`config.mk`:
```
export PLATFORM = sky130hd
export DESIGN_NAME = vga_timing_controller_flat
export DESIGN_NICKNAME = d
export VERILOG_FILES = /design/src/rtl/vga_timing_pkg.sv /design/src/rtl/vga_timing_controller_if.sv /design/src/rtl/vga_axis_counter.sv /design/src/rtl/vga_timing_controller.sv /design/src/flat_wrapper.sv
export SDC_FILE = /design/constraint.sdc
export NUM_CORES = 1
export LEC_CHECK = 0
export BUFFER_PORTS_ARGS = -buffer_cell sky130_fd_sc_hd__buf_2
export CAP_MARGIN = 10
export CORE_MARGIN = 2
export CORE_UTILIZATION = 30
export CTS_CLUSTER_DIAMETER = 30
export DETAILED_ROUTE_END_ITERATION = 7
export HOLD_SLACK_MARGIN = 0.03
export PLACE_DENSITY = 0.51
export REMOVE_ABC_BUFFERS = 1
export SKIP_CTS_REPAIR_TIMING = 1
export SLEW_MARGIN = 20
export SYNTH_ARGS = -nofsm -noshare
export SYNTH_HDL_FRONTEND = slang
export SYNTH_SLANG_ARGS = --single-unit
export TNS_END_PERCENT = 100
```
`constraint.sdc`:
```
create_clock -name i_pix_clk -period 2.5 [get_ports i_pix_clk]
set_input_delay 0.625 -clock i_pix_clk [delete_from_list [all_inputs] [get_ports i_pix_clk]]
set_output_delay 0.625 -clock i_pix_clk [all_outputs]
set_load 0.01 [all_outputs]
```
`src/rtl/vga_timing_pkg.sv`:
```
`default_nettype none
// ============================================================================
//  Module   : vga_timing_pkg
//  Purpose  : 640x480@60 raster constants, derived totals and the helper
//             functions used to size the per-axis counters.
//  Revision : 1.0 - initial release
// ============================================================================
package vga_timing_pkg;

  localparam int VGA_H_VISIBLE = 640;
  localparam int VGA_H_FRONT   = 16;
  localparam int VGA_H_SYNC    = 96;
  localparam int VGA_H_BACK    = 48;

  localparam int VGA_V_VISIBLE = 480;
  localparam int VGA_V_FRONT   = 10;
  localparam int VGA_V_SYNC    = 2;
  localparam int VGA_V_BACK    = 33;

  localparam int VGA_H_TOTAL = VGA_H_VISIBLE + VGA_H_FRONT + VGA_H_SYNC + VGA_H_BACK;
  localparam int VGA_V_TOTAL = VGA_V_VISIBLE + VGA_V_FRONT + VGA_V_SYNC + VGA_V_BACK;

  // 0 selects active-low sync, the 640x480@60 standard
  localparam bit VGA_SYNC_ACTIVE_HIGH = 1'b0;

  // Number of counter states in one axis period
  function automatic int axis_total(int visible, int front, int sync, int back);
    return visible + front + sync + back;
  endfunction

  // Counter width for a given period; never narrower than one bit
  function automatic int axis_width(int total);
    return (total > 1) ? $clog2(total) : 1;
  endfunction

endpackage : vga_timing_pkg
`default_nettype wire

```
`src/rtl/vga_timing_controller_if.sv`:
```
`default_nettype none
// ============================================================================
//  Module   : vga_timing_controller_if
//  Purpose  : Raster timing bundle from the timing generator (master) to the
//             colour sources (slave).
//  Revision : 1.0 - initial release
// ============================================================================
interface vga_timing_controller_if;

  logic [15:0] o_horz_coord;
  logic [15:0] o_vert_coord;
  logic        o_in_active_area;
  logic        o_horz_sync;
  logic        o_vert_sync;
  logic        o_line_start;
  logic        o_frame_start;
  logic [7:0]  o_frame_count;

  modport master (
    output o_horz_coord, o_vert_coord, o_in_active_area,
           o_horz_sync, o_vert_sync, o_line_start, o_frame_start, o_frame_count
  );

  modport slave (
    input  o_horz_coord, o_vert_coord, o_in_active_area,
           o_horz_sync, o_vert_sync, o_line_start, o_frame_start, o_frame_count
  );

endinterface : vga_timing_controller_if
`default_nettype wire

```
`src/rtl/vga_axis_counter.sv`:
```
`default_nettype none
// ============================================================================
//  Module   : vga_axis_counter
//  Purpose  : One raster axis: wrapping position counter plus decoded
//             visible-region and sync-window flags and a wrap strobe.
//  Revision : 1.0 - initial release
// ============================================================================
module vga_axis_counter
  import vga_timing_pkg::*;
#(
  parameter int VISIBLE = 640,
  parameter int FRONT   = 16,
  parameter int SYNC    = 96,
  parameter int BACK    = 48,
  parameter int CNT_W   = axis_width(axis_total(VISIBLE, FRONT, SYNC, BACK))
) (
  input  wire logic             clk,
  input  wire logic             rst,
  input  wire logic             i_advance,
  output logic      [CNT_W-1:0] o_count,
  output logic                  o_active,
  output logic                  o_sync_window,
  output logic                  o_wrap
);

  localparam int               c_total      = axis_total(VISIBLE, FRONT, SYNC, BACK);
  localparam logic [CNT_W-1:0] c_last       = CNT_W'(c_total - 1);
  localparam logic [CNT_W-1:0] c_visible    = CNT_W'(VISIBLE);
  localparam logic [CNT_W-1:0] c_sync_first = CNT_W'(VISIBLE + FRONT);
  localparam logic [CNT_W-1:0] c_sync_last  = CNT_W'(VISIBLE + FRONT + SYNC - 1);

  logic [CNT_W-1:0] r_count;
  logic             w_at_last;

  assign w_at_last = (r_count == c_last);

  // Position counter: step on advance, fold back to zero after the last state
  always_ff @(posedge clk) begin
    if (rst) begin
      r_count <= '0;
    end else if (i_advance) begin
      r_count <= w_at_last ? '0 : r_count + 1'b1;
    end
  end

  // Region decode straight from the registered position
  always_comb begin
    o_count       = r_count;
    o_active      = (r_count < c_visible);
    o_sync_window = (r_count >= c_sync_first) && (r_count <= c_sync_last);
    o_wrap        = i_advance && w_at_last;
  end

endmodule : vga_axis_counter
`default_nettype wire

```
`src/rtl/vga_timing_controller.sv`:
```
`default_nettype none
// ============================================================================
//  Module   : vga_timing_controller
//  Purpose  : VGA raster timing from the pixel clock: sync pulses, active
//             flag, pixel coordinates, line/frame strobes and frame counter.
//             All outputs decode combinationally from the counter registers.
//  Revision : 1.0 - initial release
// ============================================================================
module vga_timing_controller
  import vga_timing_pkg::*;
#(
  parameter int H_VISIBLE        = VGA_H_VISIBLE,
  parameter int H_FRONT          = VGA_H_FRONT,
  parameter int H_SYNC           = VGA_H_SYNC,
  parameter int H_BACK           = VGA_H_BACK,
  parameter int V_VISIBLE        = VGA_V_VISIBLE,
  parameter int V_FRONT          = VGA_V_FRONT,
  parameter int V_SYNC           = VGA_V_SYNC,
  parameter int V_BACK           = VGA_V_BACK,
  parameter bit SYNC_ACTIVE_HIGH = VGA_SYNC_ACTIVE_HIGH
) (
  input  wire logic               i_pix_clk,
  input  wire logic               i_reset,
  vga_timing_controller_if.master o_vga
);

  localparam int c_h_w = axis_width(axis_total(H_VISIBLE, H_FRONT, H_SYNC, H_BACK));
  localparam int c_v_w = axis_width(axis_total(V_VISIBLE, V_FRONT, V_SYNC, V_BACK));

  logic [c_h_w-1:0] w_h_count;
  logic [c_v_w-1:0] w_v_count;
  logic             w_h_active, w_h_sync, w_h_wrap;
  logic             w_v_active, w_v_sync, w_v_wrap;
  logic             w_active, w_hsync_on, w_vsync_on, w_line_start;
  logic [7:0]       r_frame_count;

  vga_axis_counter #(
    .VISIBLE (H_VISIBLE),
    .FRONT   (H_FRONT),
    .SYNC    (H_SYNC),
    .BACK    (H_BACK),
    .CNT_W   (c_h_w)
  ) u_horz (
    .clk           (i_pix_clk),
    .rst           (i_reset),
    .i_advance     (1'b1),
    .o_count       (w_h_count),
    .o_active      (w_h_active),
    .o_sync_window (w_h_sync),
    .o_wrap        (w_h_wrap)
  );

  // Vertical axis steps once per line, on the horizontal wrap
  vga_axis_counter #(
    .VISIBLE (V_VISIBLE),
    .FRONT   (V_FRONT),
    .SYNC    (V_SYNC),
    .BACK    (V_BACK),
    .CNT_W   (c_v_w)
  ) u_vert (
    .clk           (i_pix_clk),
    .rst           (i_reset),
    .i_advance     (w_h_wrap),
    .o_count       (w_v_count),
    .o_active      (w_v_active),
    .o_sync_window (w_v_sync),
    .o_wrap        (w_v_wrap)
  );

  // Completed-frame counter; bumps on the same edge the raster returns to (0,0)
  always_ff @(posedge i_pix_clk) begin
    if (i_reset) begin
      r_frame_count <= 8'd0;
    end else if (w_v_wrap) begin
      r_frame_count <= r_frame_count + 8'd1;
    end
  end

  // Output decode; reset overrides whatever the counters hold
  always_comb begin
    w_active     = !i_reset && w_h_active && w_v_active;
    w_hsync_on   = !i_reset && w_h_sync;
    w_vsync_on   = !i_reset && w_v_sync;
    w_line_start = !i_reset && (w_h_count == '0);

    o_vga.o_in_active_area = w_active;
    o_vga.o_horz_coord     = w_active ? 16'(w_h_count) : 16'd0;
    o_vga.o_vert_coord     = w_active ? 16'(w_v_count) : 16'd0;
    o_vga.o_horz_sync      = SYNC_ACTIVE_HIGH ? w_hsync_on : !w_hsync_on;
    o_vga.o_vert_sync      = SYNC_ACTIVE_HIGH ? w_vsync_on : !w_vsync_on;
    o_vga.o_line_start     = w_line_start;
    o_vga.o_frame_start    = w_line_start && (w_v_count == '0);
    o_vga.o_frame_count    = i_reset ? 8'd0 : r_frame_count;
  end

endmodule : vga_timing_controller
`default_nettype wire

```
`src/flat_wrapper.sv`:
```
// flat-port wrapper written by rule: the top's interface ports become plain ports
module vga_timing_controller_flat import vga_timing_pkg::*;
#(
  parameter int H_VISIBLE        = VGA_H_VISIBLE,
  parameter int H_FRONT          = VGA_H_FRONT,
  parameter int H_SYNC           = VGA_H_SYNC,
  parameter int H_BACK           = VGA_H_BACK,
  parameter int V_VISIBLE        = VGA_V_VISIBLE,
  parameter int V_FRONT          = VGA_V_FRONT,
  parameter int V_SYNC           = VGA_V_SYNC,
  parameter int V_BACK           = VGA_V_BACK,
  parameter bit SYNC_ACTIVE_HIGH = VGA_SYNC_ACTIVE_HIGH
)
  (i_pix_clk, i_reset, o_vga_o_horz_coord, o_vga_o_vert_coord, o_vga_o_in_active_area, o_vga_o_horz_sync, o_vga_o_vert_sync, o_vga_o_line_start, o_vga_o_frame_start, o_vga_o_frame_count);
  vga_timing_controller_if o_vga_i ();
  input  wire logic i_pix_clk;
  input  wire logic i_reset;
  output wire logic [$bits(o_vga_i.o_horz_coord)-1:0] o_vga_o_horz_coord;
  output wire logic [$bits(o_vga_i.o_vert_coord)-1:0] o_vga_o_vert_coord;
  output wire logic [$bits(o_vga_i.o_in_active_area)-1:0] o_vga_o_in_active_area;
  output wire logic [$bits(o_vga_i.o_horz_sync)-1:0] o_vga_o_horz_sync;
  output wire logic [$bits(o_vga_i.o_vert_sync)-1:0] o_vga_o_vert_sync;
  output wire logic [$bits(o_vga_i.o_line_start)-1:0] o_vga_o_line_start;
  output wire logic [$bits(o_vga_i.o_frame_start)-1:0] o_vga_o_frame_start;
  output wire logic [$bits(o_vga_i.o_frame_count)-1:0] o_vga_o_frame_count;
  assign o_vga_o_horz_coord = o_vga_i.o_horz_coord;
  assign o_vga_o_vert_coord = o_vga_i.o_vert_coord;
  assign o_vga_o_in_active_area = o_vga_i.o_in_active_area;
  assign o_vga_o_horz_sync = o_vga_i.o_horz_sync;
  assign o_vga_o_vert_sync = o_vga_i.o_vert_sync;
  assign o_vga_o_line_start = o_vga_i.o_line_start;
  assign o_vga_o_frame_start = o_vga_i.o_frame_start;
  assign o_vga_o_frame_count = o_vga_i.o_frame_count;
  vga_timing_controller #(.H_VISIBLE(H_VISIBLE), .H_FRONT(H_FRONT), .H_SYNC(H_SYNC), .H_BACK(H_BACK), .V_VISIBLE(V_VISIBLE), .V_FRONT(V_FRONT), .V_SYNC(V_SYNC), .V_BACK(V_BACK), .SYNC_ACTIVE_HIGH(SYNC_ACTIVE_HIGH)) u_core (.i_pix_clk(i_pix_clk), .i_reset(i_reset), .o_vga(o_vga_i));
endmodule
```
==> impl_metrics.csv <==
group,metric,value,unit
floorplanning,start_util,30.6,%
critical_path,slowest_delay,450,ps
final_layout,fin_util,36.3,%
place,pre_cts_slack,225,ps
synth,netlist_area,0.00178,mm^2
floorplanning,core.rowCount,28,
routing,drt_iter0_markers,87,
min_path,hold_path_class,"flop to flop",
power,p_leak,0.000903,uW
global_route,first_global_vias,1413,
synth,synth_top_area_share,31.5,%
cts,root_buffer,"clkbuf_8",
final_layout,syn2layout_area_growth,18.7,%
status,status,"complete, no violations",
place,gp_congestion,0.782,
cts,cts.clk_slew.worst_paths,100,ps
final_layout,final_cell_area,0.00211,mm^2
cts,clk_latency,280,ps
critical_path,critPathMaxFanout,7,
place,hpwlAfterDp,3060,um
floorplanning,die_area,0.00657,mm^2
power,ir_worst_vdd,0.298,mV
final_layout,fill_cells,643,
critical_path,cpLargestDelayFamily,"simple AND/OR/NAND/NOR gates",
final_layout,layout_commonest_cell,"buf_2",
routing,finalWirelength,4420,um
sta,hold_viol,0,
critical_path,r2r_end,"u_core.r_frame_count[7]$_SDFFE_PP0P_",
final_layout,final_nets,265,
sta,final-setup-viol-count,0,
routing,via_per_inst,4.79,
critical_path,critPathArrivalTime,1780,ps
cts,clkSinkCount,28,
critical_path,start_kind,"flop",
synth,synthCells,223,
critical_path,reg2reg_from,"u_core.u_horz.o_count[9]$_SDFF_PP0_",
place,io_buffers,33,
synth,yosysWarnings,0,
cts,cts_made_buffers,3,
sta,setup_ws,97.6,ps
cts,cts_tree,"built",
critical_path,slowest_stage,"dfxtp_1",
synth,ys_top_cells_by_area,"dfxtp_1 (31%), and2_1 (6.7%), buf_4 (5.5%), nor2_1 (4.4%), nor3_1 (3.9%)",
critical_path,crit_cells,6,
routing,vias,1591,
critical_path,crit_chain,"and4_2 -> nor4b_4 -> buf_4 -> buf_4 -> and2_2 -> buf_2",
critical_path,cpMostUsedCell,"buf_4",
routing,postRouteAntennaNets,0,
critical_path,r2r_setup_slack,280,ps
sta,fin_crit,2400,ps
place,place_area,0.00200,mm^2
sta,fmax,0.416,GHz
critical_path,critPathKind,"flop to primary output",
min_path,holdPathStages,2,
global_route,overflow,0,
sta,clock-skew-final,6.66,ps
synth,avgSynthCellArea,7.98,um^2
sta,slew_violations,0,
critical_path,endpoint_kind,"primary output",
sta,period_share,96.1,%
flow_run,cap_violations,0,
routing,drt_drc_violations_left,0,
global_route,antenna_found_initial,0,
final_layout,drive_gt1_share,25.7,%
global_route,grt_max_degree,32,
cts,htreeDepth,1,
power,power_density,388,mW/mm^2
critical_path,rr_worst_depth,4,
cts,clk_path_buf_depth,2,
floorplanning,die_height,81.0,um
synth,yosys.cell_types.count,36,
final_layout,layout_common_cells,"buf_2 (33), dfxtp_1 (26), nor2_1 (21)",
min_path,hold_path_end,"u_core.r_frame_count[0]$_SDFFE_PP0P_",
critical_path,worst_ep_required_time,1880,ps
synth,synth_seq_area_share,31.5,%
critical_path,cp-startpoint,"u_core.u_vert.o_count[7]$_SDFFE_PP0P_",
global_route,grt_usage,13.6,%
global_route,grt_pass1_wl,6990,um
critical_path,worst-path-buf-inv,3,
min_path,hold_start,"u_core.r_frame_count[0]$_SDFFE_PP0P_",
floorplanning,num_io_pins,47,
routing,first_pass_iters,4,
synth,ys_ff_latch,28,
routing,wire_per_inst,13.3,um
synth,synth_top_area_cell,"dfxtp_1",
final_layout,diodes,0,
floorplanning,fp.coreArea,0.00582,mm^2
floorplanning,die_w,81.0,um
synthesized netlist by cell type (all sizes together):
cell type,number
nor4,7
nand3,11
o21ai,5
xor2,6
and3,4
nor4b,3
clkbuf,12
mux2,6
and4,4
o221ai,1
dfxtp,28
or4b,1
nand4,8
ha,5
nor2,21
xnor2,8
and2,20
mux2i,2
or3,3
nor3,15
inv,6
o31ai,1
a21oi,5
conb,1
nand2,11
or4,3
nor2b,8
nand2b,1
buf,17
tightest hold or removal path, stage by stage (launching register included):
cell and delay, ps:
dfxtp_1 350, o21ai_0 80, a21oi_1 60
metal layers:
metal | share of wire (%) | global-route usage (%) | vias to the layer above
met3 | 5.8 | 2.89 | 4
met2 | 44 | 21.4 | 53
met1 | 50 | 18.9 | 719
met5 | 0 | 0 | -
met4 | 0.41 | 3.05 | 0
li1 | - | - | 815
metrics by stage:
stage	cells	power [uW]	hold WS (ps)	setup TNS, ps
after CTS	328	819	533	-52.9
after detailed placement	324	528	517	0
after floorplan	206	497	473	-7760
final	332	820	526	0
after global routing	332	860	580	-1.03
after global placement	324	527	510	0
worst max-delay path by stage:
stage / to / slack, ps
after floorplan: o_vga_o_horz_coord[7] / -450
after global placement: o_vga_o_frame_start / 230
after detailed placement: o_vga_o_frame_start / 230
after CTS: o_vga_o_frame_start / -50
after global routing: o_vga_o_horz_coord[7] / -1
final: o_vga_o_horz_coord[7] / 100
where the power goes:
group | leakage [uW] | switching, uW | internal (uW)
combinational | 0.000647 | 43.8 | 29.8
sequential | 0.000227 | 6.57 | 450
clock | 0.0000288 | 148 | 141
total | 0.000903 | 199 | 621
cells by family after synthesis:
group	after synthesis	synth area share [%]
AOI/OAI and AO/OA	12	3.72
xor gates and xnor gates	14	6.89
adders and majority gates	5	3.51
buffers and inverters	35	11.5
DFF	28	31.5
muxes	8	4.92
other	1	0.211
and+or+nand+nor	120	37.8
layout make-up:
cell class	count	area [um^2]	area share [%]
repair buffers	47	290	13.7
multi-input cells	172	1090	51.5
clock buffers	4	55.1	2.61
inverters	6	22.5	1.07
well taps	75	93.8	4.44
flip-flops and latches	28	563	26.6
state kept, by name (all words and copies together) (netlist names):
register / cells
u_core.r_frame_count: 8
u_core.u_horz.o_count: 10
u_core.u_vert.o_count: 10
Power figures use the tool's default switching activity.
